`src/rtl/i2c_cfg_sequencer.sv`:
```
// rtl/i2c_cfg_sequencer.sv - power-on I2C configuration sequencer for the pixel-clock oscillator
// Waits out the power-on delay, walks the register/data ROM and hands each entry to
// the I2C write engine over a valid/ready command and response handshake, retrying
// NACKs and timeouts, then releases DDS_START once configuration has settled.
// Ports:
//   CLOCK_IN, RESET         clock, asynchronous active-high reset
//   RESTART                 re-run the table from DONE or ERROR (no power-on delay)
//   ROM_ADDR / ROM_DATA     synchronous table ROM, data valid one cycle after address
//   CMD_VALID / CMD_READY   command handshake, CMD_SLAVE/CMD_REG/CMD_DATA payload
//   RSP_VALID / RSP_ACK     one-cycle transaction result from the engine
//   CFG_DONE, CFG_ERROR     run outcome; DDS_START downstream enable
//   CUR_IDX, RETRY_CNT      progress status
module i2c_cfg_sequencer #(
   parameter int unsigned NUM_REGS       = 11,
   parameter logic [6:0]  SLAVE_ADDR     = 7'h55,
   parameter int unsigned STARTUP_DELAY  = 90000000,
   parameter int unsigned POST_DELAY     = 150000000,
   parameter int unsigned MAX_RETRY      = 3,
   parameter int unsigned BACKOFF_CYCLES = 4000,
   parameter int unsigned RSP_TIMEOUT    = 100000
) (
   input  logic        CLOCK_IN,
   input  logic        RESET,
   input  logic        RESTART,
   output logic [7:0]  ROM_ADDR,
   input  logic [15:0] ROM_DATA,
   output logic        CMD_VALID,
   input  logic        CMD_READY,
   output logic [6:0]  CMD_SLAVE,
   output logic [7:0]  CMD_REG,
   output logic [7:0]  CMD_DATA,
   input  logic        RSP_VALID,
   input  logic        RSP_ACK,
   output logic        CFG_DONE,
   output logic        CFG_ERROR,
   output logic        DDS_START,
   output logic [7:0]  CUR_IDX,
   output logic [3:0]  RETRY_CNT
);

   typedef enum logic [3:0] {
      S_POR_WAIT, S_FETCH, S_LATCH, S_ISSUE, S_WAIT_RSP,
      S_BACKOFF, S_POST_WAIT, S_DONE, S_ERROR
   } state_t;

   localparam logic [7:0] LAST_IDX = 8'(NUM_REGS - 1);

   state_t      state, state_nxt;
   logic [31:0] cnt, cnt_nxt, cnt_inc;
   logic [7:0]  cur_idx, cur_idx_nxt;
   logic [3:0]  retry_cnt, retry_nxt;
   logic [7:0]  cmd_reg, cmd_reg_nxt;
   logic [7:0]  cmd_data, cmd_data_nxt;
   logic        cmd_valid, cmd_valid_nxt;
   logic        cfg_done, done_nxt;
   logic        cfg_error, error_nxt;
   logic        dds_start, dds_nxt;
   logic        rsp_fail;

   // True on the last cycle of an n-cycle wait; a zero-length wait still takes one cycle.
   function automatic logic at_terminal(input logic [31:0] c, input int unsigned n);
      return ({1'b0, c} + 33'd1) >= 33'(n);
   endfunction

   always_ff @(posedge CLOCK_IN or posedge RESET) begin
      if (RESET) begin
         state     <= S_POR_WAIT;
         cnt       <= '0;
         cur_idx   <= '0;
         retry_cnt <= '0;
         cmd_reg   <= '0;
         cmd_data  <= '0;
         cmd_valid <= 1'b0;
         cfg_done  <= 1'b0;
         cfg_error <= 1'b0;
         dds_start <= 1'b0;
      end else begin
         state     <= state_nxt;
         cnt       <= cnt_nxt;
         cur_idx   <= cur_idx_nxt;
         retry_cnt <= retry_nxt;
         cmd_reg   <= cmd_reg_nxt;
         cmd_data  <= cmd_data_nxt;
         cmd_valid <= cmd_valid_nxt;
         cfg_done  <= done_nxt;
         cfg_error <= error_nxt;
         dds_start <= dds_nxt;
      end
   end

   always_comb begin
      state_nxt     = state;
      cur_idx_nxt   = cur_idx;
      retry_nxt     = retry_cnt;
      cmd_reg_nxt   = cmd_reg;
      cmd_data_nxt  = cmd_data;
      cmd_valid_nxt = cmd_valid;
      done_nxt      = cfg_done;
      error_nxt     = cfg_error;
      dds_nxt       = dds_start;
      // A response on the timeout cycle wins over the timeout itself.
      rsp_fail      = (RSP_VALID && !RSP_ACK) ||
                      (!RSP_VALID && at_terminal(cnt, RSP_TIMEOUT));
      case (state)
         S_POR_WAIT: if (at_terminal(cnt, STARTUP_DELAY)) state_nxt = S_FETCH;
         S_FETCH:    state_nxt = S_LATCH;
         S_LATCH: begin
            cmd_reg_nxt   = ROM_DATA[15:8];
            cmd_data_nxt  = ROM_DATA[7:0];
            cmd_valid_nxt = 1'b1;
            state_nxt     = S_ISSUE;
         end
         S_ISSUE: begin
            if (CMD_READY) begin
               cmd_valid_nxt = 1'b0;
               state_nxt     = S_WAIT_RSP;
            end
         end
         S_WAIT_RSP: begin
            if (RSP_VALID && RSP_ACK) begin
               if (cur_idx == LAST_IDX) begin
                  state_nxt = S_POST_WAIT;
               end else begin
                  cur_idx_nxt = cur_idx + 8'd1;
                  retry_nxt   = '0;
                  state_nxt   = S_FETCH;
               end
            end else if (rsp_fail) begin
               if (32'(retry_cnt) < MAX_RETRY) begin
                  retry_nxt = retry_cnt + 4'd1;
                  state_nxt = S_BACKOFF;
               end else begin
                  error_nxt = 1'b1;
                  state_nxt = S_ERROR;
               end
            end
         end
         // The latched command is reissued unchanged; no ROM re-fetch.
         S_BACKOFF: begin
            if (at_terminal(cnt, BACKOFF_CYCLES)) begin
               cmd_valid_nxt = 1'b1;
               state_nxt     = S_ISSUE;
            end
         end
         S_POST_WAIT: begin
            if (at_terminal(cnt, POST_DELAY)) begin
               done_nxt  = 1'b1;
               dds_nxt   = 1'b1;
               state_nxt = S_DONE;
            end
         end
         S_DONE, S_ERROR: begin
            if (RESTART) begin
               done_nxt    = 1'b0;
               error_nxt   = 1'b0;
               dds_nxt     = 1'b0;
               cur_idx_nxt = '0;
               retry_nxt   = '0;
               state_nxt   = S_FETCH;
            end
         end
         default: state_nxt = S_POR_WAIT;
      endcase
      // One shared saturating counter, restarted on every state change.
      cnt_inc = (cnt == 32'hFFFF_FFFF) ? cnt : cnt + 32'd1;
      cnt_nxt = (state_nxt != state) ? 32'd0 : cnt_inc;
   end

   assign ROM_ADDR  = cur_idx;
   assign CMD_VALID = cmd_valid;
   assign CMD_SLAVE = SLAVE_ADDR;
   assign CMD_REG   = cmd_reg;
   assign CMD_DATA  = cmd_data;
   assign CFG_DONE  = cfg_done;
   assign CFG_ERROR = cfg_error;
   assign DDS_START = dds_start;
   assign CUR_IDX   = cur_idx;
   assign RETRY_CNT = retry_cnt;

endmodule

```
`config.mk`:
```
export PLATFORM = sky130hd
export DESIGN_NAME = i2c_cfg_sequencer
export DESIGN_NICKNAME = d
export VERILOG_FILES = /design/src/rtl/i2c_cfg_sequencer.sv
export SDC_FILE = /design/constraint.sdc
export NUM_CORES = 1
export LEC_CHECK = 0
export BUFFER_PORTS_ARGS = -buffer_cell sky130_fd_sc_hd__buf_2
export CAP_MARGIN = 20
export CORE_ASPECT_RATIO = 0.75
export CORE_MARGIN = 1
export CORE_UTILIZATION = 55
export DETAILED_ROUTE_END_ITERATION = 16
export GPL_ROUTABILITY_DRIVEN = 0
export PLACE_DENSITY_LB_ADDON = 0.1
export SLEW_MARGIN = 30
export SYNTH_ARGS = -nofsm -noshare
export SYNTH_HDL_FRONTEND = slang
export SYNTH_SLANG_ARGS = --single-unit
```
`constraint.sdc`:
```
create_clock -name CLOCK_IN -period 4 [get_ports CLOCK_IN]
set_input_delay 0.2 -clock CLOCK_IN [delete_from_list [all_inputs] [get_ports CLOCK_IN]]
set_output_delay 0.2 -clock CLOCK_IN [all_outputs]
set_load 0.05 [all_outputs]
```
==> Yosys cells after proc, flatten, opt, wreduce, memory -nomap -nowiden <==
Cells that the tools add are included.
{ "totals": {"reg_bits": 67, "latch_bits": 0, "mem_bits_rw": 0, "romBits": 0, "in_bits": 22, "out_inout_bits": 47, "wordCells": 90, "memories": 0} }
{ "op_classes": {"n_addsub": 4, "mul": 0, "div": 0, "order_cmp": 5, "eq_ne": 24, "shifts": 0, "n_mux": 32, "bitwise_logic": 0, "reduce_logical": 16} }
{ "op_table": {"columns": ["operator", "n"], "rows": [
  ["32-bit two-way mux", 2],
  ["4-bit two-way mux", 13],
  ["32-bit by 1-bit adder with 33-bit output, second input constant", 1],
  ["33-bit by 12-bit >= comparator with 1-bit output, second input constant", 1],
  ["33-bit by 17-bit >= comparator with 1-bit output, second input constant", 1],
  ["33-bit by 27-bit >= comparator with 1-bit output, second input constant", 1],
  ["33-bit by 28-bit >= comparator with 1-bit output, second input constant", 1],
  ["32-bit by 1-bit adder with 32-bit output, second input constant", 1],
  ["32-bit == test, second input constant", 1],
  ["4-bit one-hot mux with 8 select lines", 1],
  ["8-bit two-way mux", 3],
  ["2-bit inequality test, second input constant", 9],
  ["4-bit by 3-bit == test with 1-bit output, second input constant", 4],
  ["8-bit one-hot mux with 2 select lines", 1],
  ["5-bit AND reduction", 2],
  ["3-bit inequality test, second input constant", 3],
  ["8-bit by 1-bit adder with 8-bit output, second input constant", 1],
  ["4-bit by 2-bit == test with 1-bit output, second input constant", 2],
  ["8-bit by 4-bit == test with 1-bit output, second input constant", 1],
  ["4-bit one-hot mux with 2 select lines", 1],
  ["1-bit two-way mux", 7],
  ["3-bit AND reduction", 2],
  ["4-bit by 1-bit adder with 4-bit output, second input constant", 1],
  ["4-bit by 1-bit == test with 1-bit output, second input constant", 1],
  ["other kinds (15)", 20]
]} }

==> Longest topological paths before layout <==
{ "depth": {"word_depth": 9, "ltp_mapped": 14, "depth_no_buf": 12} }

==> Worst setup path after synthesis <==
No wires, ideal clock.
{ "synth_path": {"path_type": "reg2reg", "from": "reg cur_idx[1], in the netlist CUR_IDX[1]", "to": "reg cnt[26]", "t_arrival_ps": 3390, "setup_slack_ps": 531, "path_stages_with_launch": 13, "n_path_buf": 1, "period_less_slack_ps": 3469, "path_cell_list": "dfrtp_1 > ha_1 > or4b_2 > nor4b_1 > nor3b_1 > o21ai_0 > a21boi_0 > xnor2_1 > a211oi_1 > nand2b_1 > o31a_4 > buf_6 > a21oi_1"} }
{ "synth_via": {"elab_chain_cells": 6} }
{ "synth_lines": {"columns": ["element", "line", "text"], "rows": [
  ["start, declared", "50", "logic [7:0] cur_idx, cur_idx_nxt;"],
  ["start signal, assigned", "80", "cur_idx <= cur_idx_nxt;"],
  ["8-bit by 4-bit == test with 1-bit output *", "121", "if (cur_idx == LAST_IDX) begin"],
  ["3-bit two-way mux *", "121", null],
  ["4-bit two-way mux *", "120", "if (RSP_VALID && RSP_ACK) begin"],
  ["4-bit one-hot mux with 8 select lines *", "104", "case (state)"],
  ["4-bit inequality test *", "166", "cnt_nxt = (state_nxt != state) ? 32'd0 : cnt_inc;"],
  ["2-bit by 1-bit inequality test with 1-bit output (no line) / 32-bit two-way mux (equally long branches)", null, null],
  ["end signal, assigned", "79", "cnt <= cnt_nxt;"],
  ["end, declared", "49", "logic [31:0] cnt, cnt_nxt, cnt_inc;"]
]} }
Mark *: on every way between the ends. The rest lies on a longest branch, timed or not.
A chain may end at the register's enable or synchronous reset.

==> Final worst setup path <==
{ "layout_path": {"from": "reg cnt[10]", "to": "reg cnt[30]"} }
{ "layout_via": {"elab_chain_cells": 9} }
{ "layout_lines": {"columns": ["element", "line", "text"], "rows": [
  ["32-bit by 1-bit adder with 33-bit output *", "62", "return ({1'b0, c} + 33'd1) >= 33'(n);"],
  ["33-bit by 17-bit >= comparator with 1-bit output", "62", null],
  ["1-bit logical AND", "103", "(!RSP_VALID && at_terminal(cnt, RSP_TIMEOUT));"],
  ["1-bit logical OR", "102", "rsp_fail = (RSP_VALID && !RSP_ACK) ||"],
  ["4-bit two-way mux", "128", "end else if (rsp_fail) begin"],
  ["4-bit two-way mux", "120", null],
  ["4-bit one-hot mux with 8 select lines *", "104", null],
  ["via state_nxt[0]", "48", "state_t state, state_nxt;"],
  ["4-bit inequality test *", "166", null],
  ["2-bit by 1-bit inequality test with 1-bit output (no line) / 32-bit two-way mux (equally long branches)", null, null]
]} }
The timed path passes the listed nets; every way through them passes the cells marked *. The select of a mux whose other input is x is not followed.

==> run_results.csv <==
group,metric,value,unit
clock_network,post_cts_buffers,0,
pwr,power.leakage,2.09,nW
yosys,yosys_warnings,0,
setup_path,cp.arrival,4010,ps
floorplanning,die_h,79.9,um
detailed_routing,via_per_inst,6.02,
setup_path,cp_slowest_cell,"or4_1",
yosys,synth_ff_type,"dfrtp_1",
detailed_routing,routed_wl,10800,um
grt,grt_pass1_wl,17400,um
setup_path,crit_cells,10,
sta,finClkSkew,10.4,ps
layout,final_nets,577,
floorplanning,die_area,8470,um2
run_status,status,"finished with violations",
grt,grt_max_degree,48,
setup_path,reg2reg_from,"cnt[10]",
detailed_routing,vias,3975,
layout,final_common_cell,"dfrtp_1",
sta,hold_violations,46,
layout,diodes,0,
clock_network,clk_pin_slew_worst_paths,80,ps
clock_network,numClockSinks,67,
clock_network,h-tree-depth,3,
clock_network,numCtsBuffers,9,
clock_network,cts_buffer_depth,2,
clock_network,hold_buffers,0,
yosys,async_flop_share,1.00,
detailed_routing,antenna_left,0,
run_status,violations,"hold timing",
clock_network,cts_tree,"yes",
sta,holdWs,-43.3,ps
setup_path,r2r_end,"cnt[30]",
yosys,synth_edf_count,0,
setup_path,cp-start-kind,"register",
floorplanning,io_pins,69,
detailed_routing,first_pass_iters,6,
setup_path,worstRegToRegCells,10,
sta,tns,0,ps
grt,first_global_vias,3474,
layout,area_delta_synth_final,12.1,%
sta,worst_pin_slew,769,ps
setup_path,cp_num_buf_inv,0,
min_path,hp-class,"in -> async",
yosys,postSynthAreaPerCell,8.82,um2
grt,grt-ovfl-total,0,
floorplanning,rows,28,
setup_path,path_cells,"nand4_1, or4_1, nor4_2, xnor2_1, o2111ai_1, nor4_2, or3_1, nand4_1, o31a_4, nor3_1",
sta,max_freq,267,MHz
setup_path,cpLargestDelayFamily,"simple AND/OR/NAND/NOR gates",
setup_path,r2r_slack,250,ps
floorplanning,die_w,106,um
sta,finalSetupViolCount,0,
yosys,synthCells,505,
sta,period_share,0.937,
grt,grt_use_total,0.265,
grt,antenna_found_initial,0,
clock_network,cts_resized,0,
placed_design,hpwl,7950,um
pwr,power_density,586,nW/um2
sta,timing.slew.headroom,0.487,
placed_design,io_buffers,61,
yosys,ys_types,61,
detailed_routing,drc,0,
clock_network,cts-root-buf,"clkbuf_8",
sta,final-max-slew-violation-count,0,
setup_path,path_class,"reg -> reg",
layout,mostFrequentLayoutCells,"dfrtp_1 (67), buf_2 (61), nor2_1 (60)",
setup_path,path_max_fanout,32,
layout,drive_above_1_share,0.249,
sta,min_period,3750,ps
flow_run,drv_cap,0,
setup_path,worstPathRequired,4260,ps
yosys,yosys_register_bits,67,
setup_path,slowest_delay,610,ps
yosys,synth-seq-area-share,0.376,
detailed_routing,routedWlPerCell,16.3,um
sta,rsz0062_at_grt,"false",
floorplanning,start_util,0.565,
pwr,peakVddDrop,652,uV
setup_path,crit_path_end_kind,"register",
floorplanning,core_area,7880,um2
clock_network,clkLatencyLatePin,350,ps
yosys,synth_area,4460,um2
detailed_routing,drtIter0Drc,273,
registers in the layout, summed over array words and instances (netlist names):
register   count
DDS_START      1
RETRY_CNT      4
state          4
CUR_IDX        8
cnt           32
CFG_ERROR      1
CMD_DATA       8
CMD_VALID      1
CMD_REG        8
worst max path at each step:
stage / start / end / slack, ps
after CTS: cnt[0] / cnt[30] / 110
after global routing: cnt[10] / cnt[30] / 20
after detailed placement: cnt[0] / cnt[30] / 120
final: cnt[10] / cnt[30] / 250
after floorplan: CUR_IDX[1] / cnt[26] / 530
after global placement: CUR_IDX[0] / cnt[30] / 310
through the flow:
step	std cells	util	setup WS [ps]	total power [W]	instance area (um2)
after floorplan	510	-	531	0.00208	4470
after global placement	644	0.602	313	0.00224	4750
after detailed placement	644	0.602	120	0.00227	4750
after CTS	660	0.631	114	0.00294	4980
after global routing	660	0.633	15.1	0.00309	4990
final	660	0.633	252	0.00293	4990
cells by family (layout without fill, tap and decap cells):
kind of cell | after synthesis | after routing | share of synthesized area
buffers and inverters | 57 | 102 | 0.0699
adder cells (fa/ha/maj) | 5 | 5 | 0.0140
AND/OR/NAND/NOR | 231 | 231 | 0.279
flip-flops | 67 | 67 | 0.376
other | 2 | 7 | 0.00169
XOR/XNOR | 35 | 35 | 0.0688
AO/OA/AOI/OAI | 88 | 88 | 0.140
multiplexers | 20 | 20 | 0.0497
power by group:
group / leakage, nW / internal, W / switching (W) / total [W]
sequential: 0.882 / 0.000824 / 0.000125 / 0.000949
combinational: 1.10 / 0.000363 / 0.000949 / 0.00131
clock: 0.114 / 0.000375 / 0.000293 / 0.000668
layer usage:
layer,share of wire,GRT usage,vias up
li1,-,-,1898
met1,0.49,0.399,1873
met2,0.41,0.364,187
met3,0.083,0.0743,17
met4,0.015,0.0778,0
met5,0,0,-
synthesized netlist by cell type, drive strengths merged (2+ instances only):
cell	instances	area (um2)
a211o	5	43.8
a211oi	3	22.5
a21boi	4	30.0
a21o	4	30.0
a21oi	29	179
a311oi	2	17.5
a31o	3	26.3
a31oi	6	37.5
and2	6	37.5
and3	8	50.1
and4	5	43.8
buf	29	204
clkbuf	17	66.3
conb	2	7.51
dfrtp	67	1680
ha	5	62.6
inv	10	37.5
mux2	17	191
mux2i	3	30.0
nand2	40	150
nand2b	2	12.5
nand3	23	133
nand3b	4	30.0
nand4	21	146
nor2	60	225
nor2b	2	12.5
nor3	15	85.1
nor3b	3	22.5
nor4	21	144
nor4b	4	35.0
o2111ai	4	35.0
o21ai	14	70.1
o31a	5	52.6
o31ai	2	15.0
or2	5	31.3
or3	6	37.5
or4	4	30.0
xnor2	20	175
xor2	15	131
final cells by class:
class | instances | area [um2]
fillers | 679 | 2890
multi-input cells | 386 | 2500
flip-flops and latches | 67 | 1680
repair buffers | 75 | 410
clock buffers | 10 | 138
well taps | 105 | 131
clock inverters | 6 | 93.8
inverters | 11 | 42.5
No activity file was read; power rests on OpenSTA's default activity.
